## src/rtl/ram_arbiter_if.sv

```systemverilog
// Bus bundle for ram_arbiter: CPU request port, video fetch port and the
// synchronous RAM port, plus the arbiter busy flag.
//   slave  : arbiter view (takes requests and RAM read data, drives acks and RAM strobes)
//   master : environment view (drives requests and RAM read data)
interface ram_arbiter_if;
  logic        cpu_req;
  logic        cpu_we;
  logic [15:0] cpu_adr;
  logic [7:0]  cpu_wdata;
  logic        cpu_ack;
  logic [7:0]  cpu_rdata;

  logic        vid_req;
  logic [15:0] vid_adr;
  logic        vid_ack;
  logic [7:0]  vid_rdata;

  logic        ram_en;
  logic        ram_we;
  logic [15:0] ram_adr;
  logic [7:0]  ram_dbi;
  logic [7:0]  ram_dbo;

  logic        busy;

  modport slave (
    input  cpu_req, cpu_we, cpu_adr, cpu_wdata, vid_req, vid_adr, ram_dbo,
    output cpu_ack, cpu_rdata, vid_ack, vid_rdata, ram_en, ram_we, ram_adr, ram_dbi, busy
  );

  modport master (
    output cpu_req, cpu_we, cpu_adr, cpu_wdata, vid_req, vid_adr, ram_dbo,
    input  cpu_ack, cpu_rdata, vid_ack, vid_rdata, ram_en, ram_we, ram_adr, ram_dbi, busy
  );
endinterface

```

## src/rtl/ram_arbiter.sv

```systemverilog
// Two-port arbiter sharing one synchronous RAM (1-cycle read latency) between a CPU
// (read/write) and a video fetcher (read only).
//   phi   : clock, all state on its rising edge
//   rst_n : asynchronous active-low reset
//   bus   : ram_arbiter_if.slave -- request/ack/rdata per requester, RAM strobes, busy
// Each transaction runs IDLE -> ACCESS -> DONE; the ack pulse appears two edges after the
// grant edge regardless of direction or address range. Addresses >= RAM_LIMIT never strobe
// the RAM; reads there return 8'h00 and writes are dropped. Ties go to the requester that
// was not granted last.
module ram_arbiter #(
  parameter logic [15:0] RAM_LIMIT = 16'hB000
) (
  input logic          phi,
  input logic          rst_n,
  ram_arbiter_if.slave bus
);

  typedef enum logic [1:0] {StIdle, StAccess, StDone} state_e;

  state_e      state_q;
  logic        owner_vid_q;  // owner of the transaction in flight
  logic        last_vid_q;   // last grant went to video
  logic        we_q;
  logic        in_range_q;
  logic        cpu_ack_q;
  logic        vid_ack_q;
  logic        ram_en_q;
  logic        ram_we_q;
  logic        busy_q;
  logic [7:0]  cpu_rdata_q;
  logic [7:0]  vid_rdata_q;
  logic [7:0]  ram_dbi_q;
  logic [15:0] ram_adr_q;

  logic        cpu_elig;
  logic        vid_elig;
  logic        grant_any;
  logic        grant_vid;
  logic        sel_we;
  logic        sel_in_range;
  logic [15:0] sel_adr;
  logic [7:0]  sel_wdata;

  // The ack is registered on the DONE edge, so it is high in the first IDLE cycle. A
  // requester still holding req during its own ack cycle is ignored there; the other
  // requester may be granted on that edge, which keeps dual traffic strictly alternating.
  always_comb begin
    cpu_elig     = bus.cpu_req & ~cpu_ack_q;
    vid_elig     = bus.vid_req & ~vid_ack_q;
    grant_any    = cpu_elig | vid_elig;
    grant_vid    = vid_elig & (~cpu_elig | ~last_vid_q);
    sel_adr      = grant_vid ? bus.vid_adr : bus.cpu_adr;
    sel_we       = ~grant_vid & bus.cpu_we;
    sel_wdata    = grant_vid ? 8'h00 : bus.cpu_wdata;
    sel_in_range = sel_adr < RAM_LIMIT;
  end

  always_ff @(posedge phi or negedge rst_n) begin
    if (!rst_n) begin
      state_q     <= StIdle;
      owner_vid_q <= 1'b0;
      last_vid_q  <= 1'b1;  // CPU wins the first tie
      we_q        <= 1'b0;
      in_range_q  <= 1'b0;
      cpu_ack_q   <= 1'b0;
      vid_ack_q   <= 1'b0;
      ram_en_q    <= 1'b0;
      ram_we_q    <= 1'b0;
      busy_q      <= 1'b0;
      cpu_rdata_q <= 8'h00;
      vid_rdata_q <= 8'h00;
      ram_dbi_q   <= 8'h00;
      ram_adr_q   <= 16'h0000;
    end else begin
      cpu_ack_q <= 1'b0;
      vid_ack_q <= 1'b0;
      unique case (state_q)
        StIdle: begin
          if (grant_any) begin
            state_q     <= StAccess;
            owner_vid_q <= grant_vid;
            last_vid_q  <= grant_vid;
            we_q        <= sel_we;
            in_range_q  <= sel_in_range;
            // RAM strobes are loaded here so they are valid throughout ACCESS.
            ram_adr_q   <= sel_adr;
            ram_dbi_q   <= sel_wdata;
            ram_en_q    <= sel_in_range;
            ram_we_q    <= sel_in_range & sel_we;
            busy_q      <= 1'b1;
          end
        end
        StAccess: begin
          ram_en_q <= 1'b0;
          ram_we_q <= 1'b0;
          state_q  <= StDone;
        end
        StDone: begin
          // ram_dbo carries the read data during DONE (one cycle after the strobe).
          if (owner_vid_q) begin
            vid_ack_q <= 1'b1;
            if (!we_q) vid_rdata_q <= in_range_q ? bus.ram_dbo : 8'h00;
          end else begin
            cpu_ack_q <= 1'b1;
            if (!we_q) cpu_rdata_q <= in_range_q ? bus.ram_dbo : 8'h00;
          end
          busy_q  <= 1'b0;
          state_q <= StIdle;
        end
        default: begin
          state_q <= StIdle;
          busy_q  <= 1'b0;
        end
      endcase
    end
  end

  assign bus.cpu_ack   = cpu_ack_q;
  assign bus.cpu_rdata = cpu_rdata_q;
  assign bus.vid_ack   = vid_ack_q;
  assign bus.vid_rdata = vid_rdata_q;
  assign bus.ram_en    = ram_en_q;
  assign bus.ram_we    = ram_we_q;
  assign bus.ram_adr   = ram_adr_q;
  assign bus.ram_dbi   = ram_dbi_q;
  assign bus.busy      = busy_q;

endmodule
```

## src/flat_wrapper.sv

```systemverilog
// flat-port wrapper written by rule: the top's interface ports become plain ports
module ram_arbiter_flat 
#(
  parameter logic [15:0] RAM_LIMIT = 16'hB000
)
  (phi, rst_n, bus_cpu_req, bus_cpu_we, bus_cpu_adr, bus_cpu_wdata, bus_vid_req, bus_vid_adr, bus_ram_dbo, bus_cpu_ack, bus_cpu_rdata, bus_vid_ack, bus_vid_rdata, bus_ram_en, bus_ram_we, bus_ram_adr, bus_ram_dbi, bus_busy);
  ram_arbiter_if bus_i ();
  input logic phi;
  input logic rst_n;
  input wire logic [$bits(bus_i.cpu_req)-1:0] bus_cpu_req;
  input wire logic [$bits(bus_i.cpu_we)-1:0] bus_cpu_we;
  input wire logic [$bits(bus_i.cpu_adr)-1:0] bus_cpu_adr;
  input wire logic [$bits(bus_i.cpu_wdata)-1:0] bus_cpu_wdata;
  input wire logic [$bits(bus_i.vid_req)-1:0] bus_vid_req;
  input wire logic [$bits(bus_i.vid_adr)-1:0] bus_vid_adr;
  input wire logic [$bits(bus_i.ram_dbo)-1:0] bus_ram_dbo;
  output wire logic [$bits(bus_i.cpu_ack)-1:0] bus_cpu_ack;
  output wire logic [$bits(bus_i.cpu_rdata)-1:0] bus_cpu_rdata;
  output wire logic [$bits(bus_i.vid_ack)-1:0] bus_vid_ack;
  output wire logic [$bits(bus_i.vid_rdata)-1:0] bus_vid_rdata;
  output wire logic [$bits(bus_i.ram_en)-1:0] bus_ram_en;
  output wire logic [$bits(bus_i.ram_we)-1:0] bus_ram_we;
  output wire logic [$bits(bus_i.ram_adr)-1:0] bus_ram_adr;
  output wire logic [$bits(bus_i.ram_dbi)-1:0] bus_ram_dbi;
  output wire logic [$bits(bus_i.busy)-1:0] bus_busy;
  assign bus_i.cpu_req = bus_cpu_req;
  assign bus_i.cpu_we = bus_cpu_we;
  assign bus_i.cpu_adr = bus_cpu_adr;
  assign bus_i.cpu_wdata = bus_cpu_wdata;
  assign bus_i.vid_req = bus_vid_req;
  assign bus_i.vid_adr = bus_vid_adr;
  assign bus_i.ram_dbo = bus_ram_dbo;
  assign bus_cpu_ack = bus_i.cpu_ack;
  assign bus_cpu_rdata = bus_i.cpu_rdata;
  assign bus_vid_ack = bus_i.vid_ack;
  assign bus_vid_rdata = bus_i.vid_rdata;
  assign bus_ram_en = bus_i.ram_en;
  assign bus_ram_we = bus_i.ram_we;
  assign bus_ram_adr = bus_i.ram_adr;
  assign bus_ram_dbi = bus_i.ram_dbi;
  assign bus_busy = bus_i.busy;
  ram_arbiter #(.RAM_LIMIT(RAM_LIMIT)) u_core (.phi(phi), .rst_n(rst_n), .bus(bus_i));
endmodule
```

## config.mk

```make
export PLATFORM = sky130hd
export DESIGN_NAME = ram_arbiter_flat
export DESIGN_NICKNAME = d
export VERILOG_FILES = /design/src/rtl/ram_arbiter_if.sv /design/src/rtl/ram_arbiter.sv /design/src/flat_wrapper.sv
export SDC_FILE = /design/constraint.sdc
export NUM_CORES = 1
export LEC_CHECK = 0
export ABC_CLOCK_PERIOD_IN_PS = 1900
export CORE_UTILIZATION = 60
export DETAILED_ROUTE_END_ITERATION = 6
export DONT_BUFFER_PORTS = 1
export PLACE_DENSITY = 0.76
export SYNTH_ARGS = -nofsm -noshare
export SYNTH_HDL_FRONTEND = slang
export SYNTH_SLANG_ARGS = --single-unit
```

## constraint.sdc

```tcl
create_clock -name phi -period 1.9 [get_ports phi]
set_clock_uncertainty 0.05 [all_clocks]
set_input_delay 0.38 -clock phi [delete_from_list [all_inputs] [get_ports phi]]
set_output_delay 0.38 -clock phi [all_outputs]
set_load 0.01 [all_outputs]
```

-- After elaboration in Yosys (flattened, before gate mapping)
Cells that the tools add are included.
- register bits: 51
- latch bits: 0
- memory bits (writable): 0
- ROM bits: 0
- input port bits: 53
- output and inout port bits: 45
- logic and storage cells: 55
- memories: 0
- add/sub/neg operators: 0
- multiply operators: 0
- div/mod/pow operators: 0
- magnitude comparators: 1
- equal/unequal tests: 3
- shift operators: 0
- mux-type cells: 15
- bitwise operators: 15
- reductions and logical operators: 7
- operators with widths (cell ; count):
    less-than comparator 16 bit, second input constant ; 1
    two-way mux 16 bit ; 1
    two-way mux 8 bit ; 2
    inverter 1 bit ; 8
    two-way mux 1 bit ; 7
    one-hot mux 1 bit (2 select lines) ; 3
    AND reduction 2 bit ; 3
    AND reduction 3 bit ; 2
    bitwise AND 1 bit ; 5
    one-hot mux 2 bit (2 select lines) ; 1
    equality test 2 x 1 -> 1 bit, second input constant ; 1
    equality test 2 bit, second input constant ; 1
    logical NOT 2 bit ; 1
    two-way mux 2 bit ; 1
    != test 2 x 1 -> 1 bit, second input constant ; 1
    bitwise OR 1 bit ; 2
    nonzero test 2 bit ; 1

-- Depth between registers and ports, before layout
- depth after elaboration: 10
- depth in mapped cells: 6
- gate-level depth less buffers: 5

-- Worst setup path before layout
Ideal clock, no wire load.
- path type: reg-to-reg
- start: register u_core.cpu_ack_q (netlist: u_core.bus.cpu_ack)
- end: register u_core.ram_adr_q[10] (netlist: u_core.bus.ram_adr[10])
- arrival: 1.223 ns
- slack: 0.503 ns
- cell stages (with the launch flop): 7
- clock period less this slack: 1.397 ns
- cell sequence: dfrtp_1 > nor2b_4 > a21o_1 > buf_6 > buf_8 > mux2i_1 > o21ai_1
- longest elaborated chain between the ends: 6
- ends and longest elaborated chain (element ; RTL line ; source):
    start: declaration ; ram_arbiter.sv:25 ; logic cpu_ack_q;
    start signal: assignment ; ram_arbiter.sv:65 ; cpu_ack_q <= 1'b0;
    start signal: assignment ; ram_arbiter.sv:75 ; cpu_ack_q <= 1'b0;
    start signal: assignment ; ram_arbiter.sv:104 ; cpu_ack_q <= 1'b1;
    inverter 1 bit (*) ; ram_arbiter.sv:48 ; cpu_elig = bus.cpu_req & ~cpu_ack_q;
    bitwise AND 1 bit (*) ; ram_arbiter.sv:48 ;
    inverter 1 bit ; ram_arbiter.sv:51 ; grant_vid = vid_elig & (~cpu_elig | ~last_vid_q);
    bitwise OR 1 bit ; ram_arbiter.sv:51 ;
    bitwise AND 1 bit ; ram_arbiter.sv:51 ;
    two-way mux 16 bit ; ram_arbiter.sv:52 ; sel_adr = grant_vid ? bus.vid_adr : bus.cpu_adr;
    end signal: assignment ; ram_arbiter.sv:86 ; ram_adr_q <= sel_adr;
    end: declaration ; ram_arbiter.sv:33 ; logic [15:0] ram_adr_q;
Every way passes the cells marked *; elsewhere a longest branch is shown, timed or not.
A chain may end at the register's enable or synchronous reset.

-- Worst setup path in the final report
- start: register u_core.state_q[1]
- end: register u_core.ram_dbi_q[0] (netlist: u_core.bus.ram_dbi[0])
- longest elaborated chain between the ends: 2
- ends and longest elaborated chain (element ; RTL line ; source):
    start: declaration ; ram_arbiter.sv:20 ; state_e state_q;
    start signal: assignment ; ram_arbiter.sv:60 ; state_q <= StIdle;
    start signal: assignment ; ram_arbiter.sv:80 ; state_q <= StAccess;
    start signal: assignment ; ram_arbiter.sv:96 ; state_q <= StDone;
    logical NOT 2 bit ; ram_arbiter.sv:77 ; unique case (state_q)
    AND reduction 2 bit (no line) ; - ;
    end signal: assignment ; ram_arbiter.sv:87 ; ram_dbi_q <= sel_wdata;
    end: declaration ; ram_arbiter.sv:32 ; logic [7:0] ram_dbi_q;
No other way between the ends.

==> results.md <==
* EDFF count, synth at 0
* Clock-pin slew on the worst setup and hold paths at 0.14 ns
* Final min period at about 1.6 ns
* Clk buf depth at 2
* Final Setup Violations at 0
* Hold_sp: bus_cpu_wdata[6]
* CP max FO at 8
* RD Place Congestion at between 0.8 and 0.9
* Final period util at 0.850
* Hold Path Stages at 1
* CTS tree: built
* CTS Sinks at 51
* HPWL Detailed at ~3.1 mm
* CP Class: reg2reg
* Count leader, synth: dfrtp_1
* Commonest cells post-synth: 50 x dfrtp_1, 46 x nand2_1, 18 x o21ai_0, 16 x mux2i_1, 14 x o21ai_1
* Post-synth ARST share at 1.00
* Fin cells at about 240
* # diodes at 0
* Cts bufs inserted at 5
* Peak supply drop at 724 uV
* Post-synthesis cell count at approximately 190
* Crit path DAT at between 1.5 and 2 ns
* Relative max-transition margin at 0.614
* Worst slack at placement at about 0.32 ns
* Pwr/cell area at around 1700 nW/um^2
* Routed Antenna Nets at 0
* Top cell type's share of synthesized area at 0.584
* Rows at 21
* Final Max Tran Viols at 0
* Placed cell count at 234
* Vias in the first global route at 1377
* Hold Path Class: in2reg
* Pre-Repair DR Iteration Count at 4
* R2r setup slk at 0.29 ns
* Warnings, synthesis at 0
* Iter 0 DRT Violations at 75
* GRT Residual Overflow at 0
* Pleak at 1.10 nW
* IO buf count at 0
* Core ar. at ~3400 um^2
* Core Util, Final at 0.662
* Reg-to-reg startpoint: u_core.state_q[1]$_DFFE_PN0N_
* CP endpoint kind: flip-flop
* Clk root buf: clkbuf_4
* Via/cell ratio at 5.81
* Startpoint class of the critical path: flip-flop
* Synthesized area at around 2100 um^2
* Layout Nets at 250
* Drt total wl at roughly 4.2 mm
* #FFs+latches synth at 51
* Top_reg_cell synth: dfrtp_1
* Worst Hold End: u_core.bus.ram_dbi[6]$_DFFE_PN0P_
* Share of cells above drive strength 1 at 0.106
* Buffer count from post-CTS setup fixing at 0
* Final hold violation count at 0
* Worst-skew pair later-pin latency at 0.36 ns
* Fin worst setup slack at 0.286 ns
* Worst reg2reg path depth at 4
* Area delta synth->final at 4.79%
* Die width at a little over 60 um
* Largest net degree at the start of global routing at 52
* Drt drc at 0
* Die ar. at roughly 3800 um^2
* Starting Density at 0.632
* Syn Nets at 247
* Worst R2R End: u_core.bus.ram_dbi[0]$_DFFE_PN0P_
* Tot GR Track Use at 0.227
* Global-route wire length before repair at 6.03 mm
* Drt wl/cell at approximately 17 um
* Max-cap violations at 0
* Status: finished clean
* Num ports at 98
* Most area-hungry cell type in the Yosys netlist: dfrtp_1
* Unrepaired setup endpoints after global routing: no
* CTS HTree Levels at 2
* Setup TNS at 0 ns
* Initial antenna violation count at 0
* Critical path data required time at 2.16 ns
* Register area share after synthesis at 0.597
* Via count at roughly 1400
* Slew @ Worst Pin at 0.579 ns
* Synth Area per Inst at between 10 and 15 um^2
* Max frequency at 620 MHz
* Synth unique cells at 29
* Largest cells by area after synthesis: dfrtp_1 58%, nand2_1 8.1%, mux2i_1 7.5%
* Die height at 61.7 um
[critical path, cell delays in order, from the launching register on]
cell and delay (ns):
dfrtp_1 0.45, nor2_1 0.29, o21ai_4 0.13, nor2_1 0.43, a22o_1 0.22
[power breakdown]
part           total [mW]  switching (mW)  internal [mW]
registers            2.16           0.575           1.58
logic                1.17           0.679          0.488
clock network       0.462           0.319          0.143
total                3.79            1.57           2.21
[metrics by stage]
stage	total power, mW	hold WS [ns]	instance area, um^2
global route	4.10	0.0597	2240
detailed placement	3.34	0.0356	2150
floorplan	3.07	0.0344	2140
global placement	3.21	0.0355	2150
CTS	3.82	0.0718	2240
finish	3.79	0.0839	2240
[cell usage in the layout, fill, tap and decap left out, drive strengths merged]
| cell | instances |
|---|---|
| nand2 | 46 |
| a2111o | 1 |
| dfrtp | 50 |
| nand3 | 4 |
| nor2 | 3 |
| a21oi | 2 |
| nor2b | 1 |
| clkinvlp | 1 |
| mux2i | 16 |
| inv | 4 |
| and2b | 1 |
| clkinv | 1 |
| clkbuf | 6 |
| dlygate4sd3 | 1 |
| o21ai | 35 |
| nand2b | 3 |
| a22o | 10 |
| buf | 6 |
| or3 | 1 |
| and3b | 1 |
| a21o | 2 |
| o211ai | 1 |
| or2b | 1 |
| dfstp | 1 |
[worst max-delay path by stage]
stage	end	slack [ns]	startpoint	depth (start not counted)
after global routing	u_core.bus.ram_dbi[2]$_DFFE_PN0P_	0.14	u_core.state_q[1]$_DFFE_PN0N_	4
after CTS	u_core.bus.ram_dbi[0]$_DFFE_PN0P_	0.29	u_core.state_q[0]$_DFFE_PN0N_	4
final	u_core.bus.ram_dbi[0]$_DFFE_PN0P_	0.29	u_core.state_q[1]$_DFFE_PN0N_	4
after global placement	u_core.bus.cpu_rdata[0]$_DFFE_PN0P_	0.42	u_core.state_q[0]$_DFFE_PN0N_	4
after detailed placement	u_core.bus.ram_dbi[0]$_DFFE_PN0P_	0.32	u_core.state_q[1]$_DFFE_PN0N_	4
after floorplan	u_core.bus.ram_adr[10]$_DFFE_PN0P_	0.50	u_core.bus.cpu_ack$_DFF_PN0_	6
[sequential cells by signal (all words and copies together) (netlist names)]
| register | cells |
|---|---|
| u_core.bus.busy | 1 |
| u_core.bus.cpu_ack | 1 |
| u_core.bus.cpu_rdata | 8 |
| u_core.bus.ram_adr | 16 |
| u_core.bus.ram_dbi | 8 |
| u_core.bus.ram_en | 1 |
| u_core.bus.ram_we | 1 |
| u_core.bus.vid_ack | 1 |
| u_core.bus.vid_rdata | 8 |
| u_core.in_range_q | 1 |
| u_core.last_vid_q | 1 |
| u_core.owner_vid_q | 1 |
| u_core.state_q | 2 |
| u_core.we_q | 1 |
[cell families after synthesis]
family	count (synthesis)	share of synthesized area
DFF	51	0.597
AOI/OAI and AO/OA	51	0.150
buffers and inverters	15	0.0497
and+or+nand+nor	61	0.129
muxes	16	0.0748
[area by class of cell]
| type | instances | area (um^2) |
|---|---|---|
| flip-flops and latches | 51 | 1280 |
| inverters | 4 | 15.0 |
| clock buffers | 6 | 41.3 |
| clock inverters | 2 | 12.5 |
| well taps | 46 | 57.6 |
| multi-input cells | 128 | 764 |
| fillers | 269 | 1150 |
| repair buffers | 7 | 75.1 |
[per-layer routing]
metal	vias to the layer above	part of all wire	track usage
li1	666	-	-
met1	678	0.37	0.243
met2	67	0.52	0.396
met3	6	0.098	0.0973
met4	0	0.015	0.0857
met5	-	0	0
[timing repair]
item | 4_1_cts | 5_1_grt
resized for setup | 0 | 0
hold buffers | 2 | 0
endpoints found under the setup margin | 0 | 0
hold endpoints to repair | 51 | 0
(Power assumes the default switching activity.)
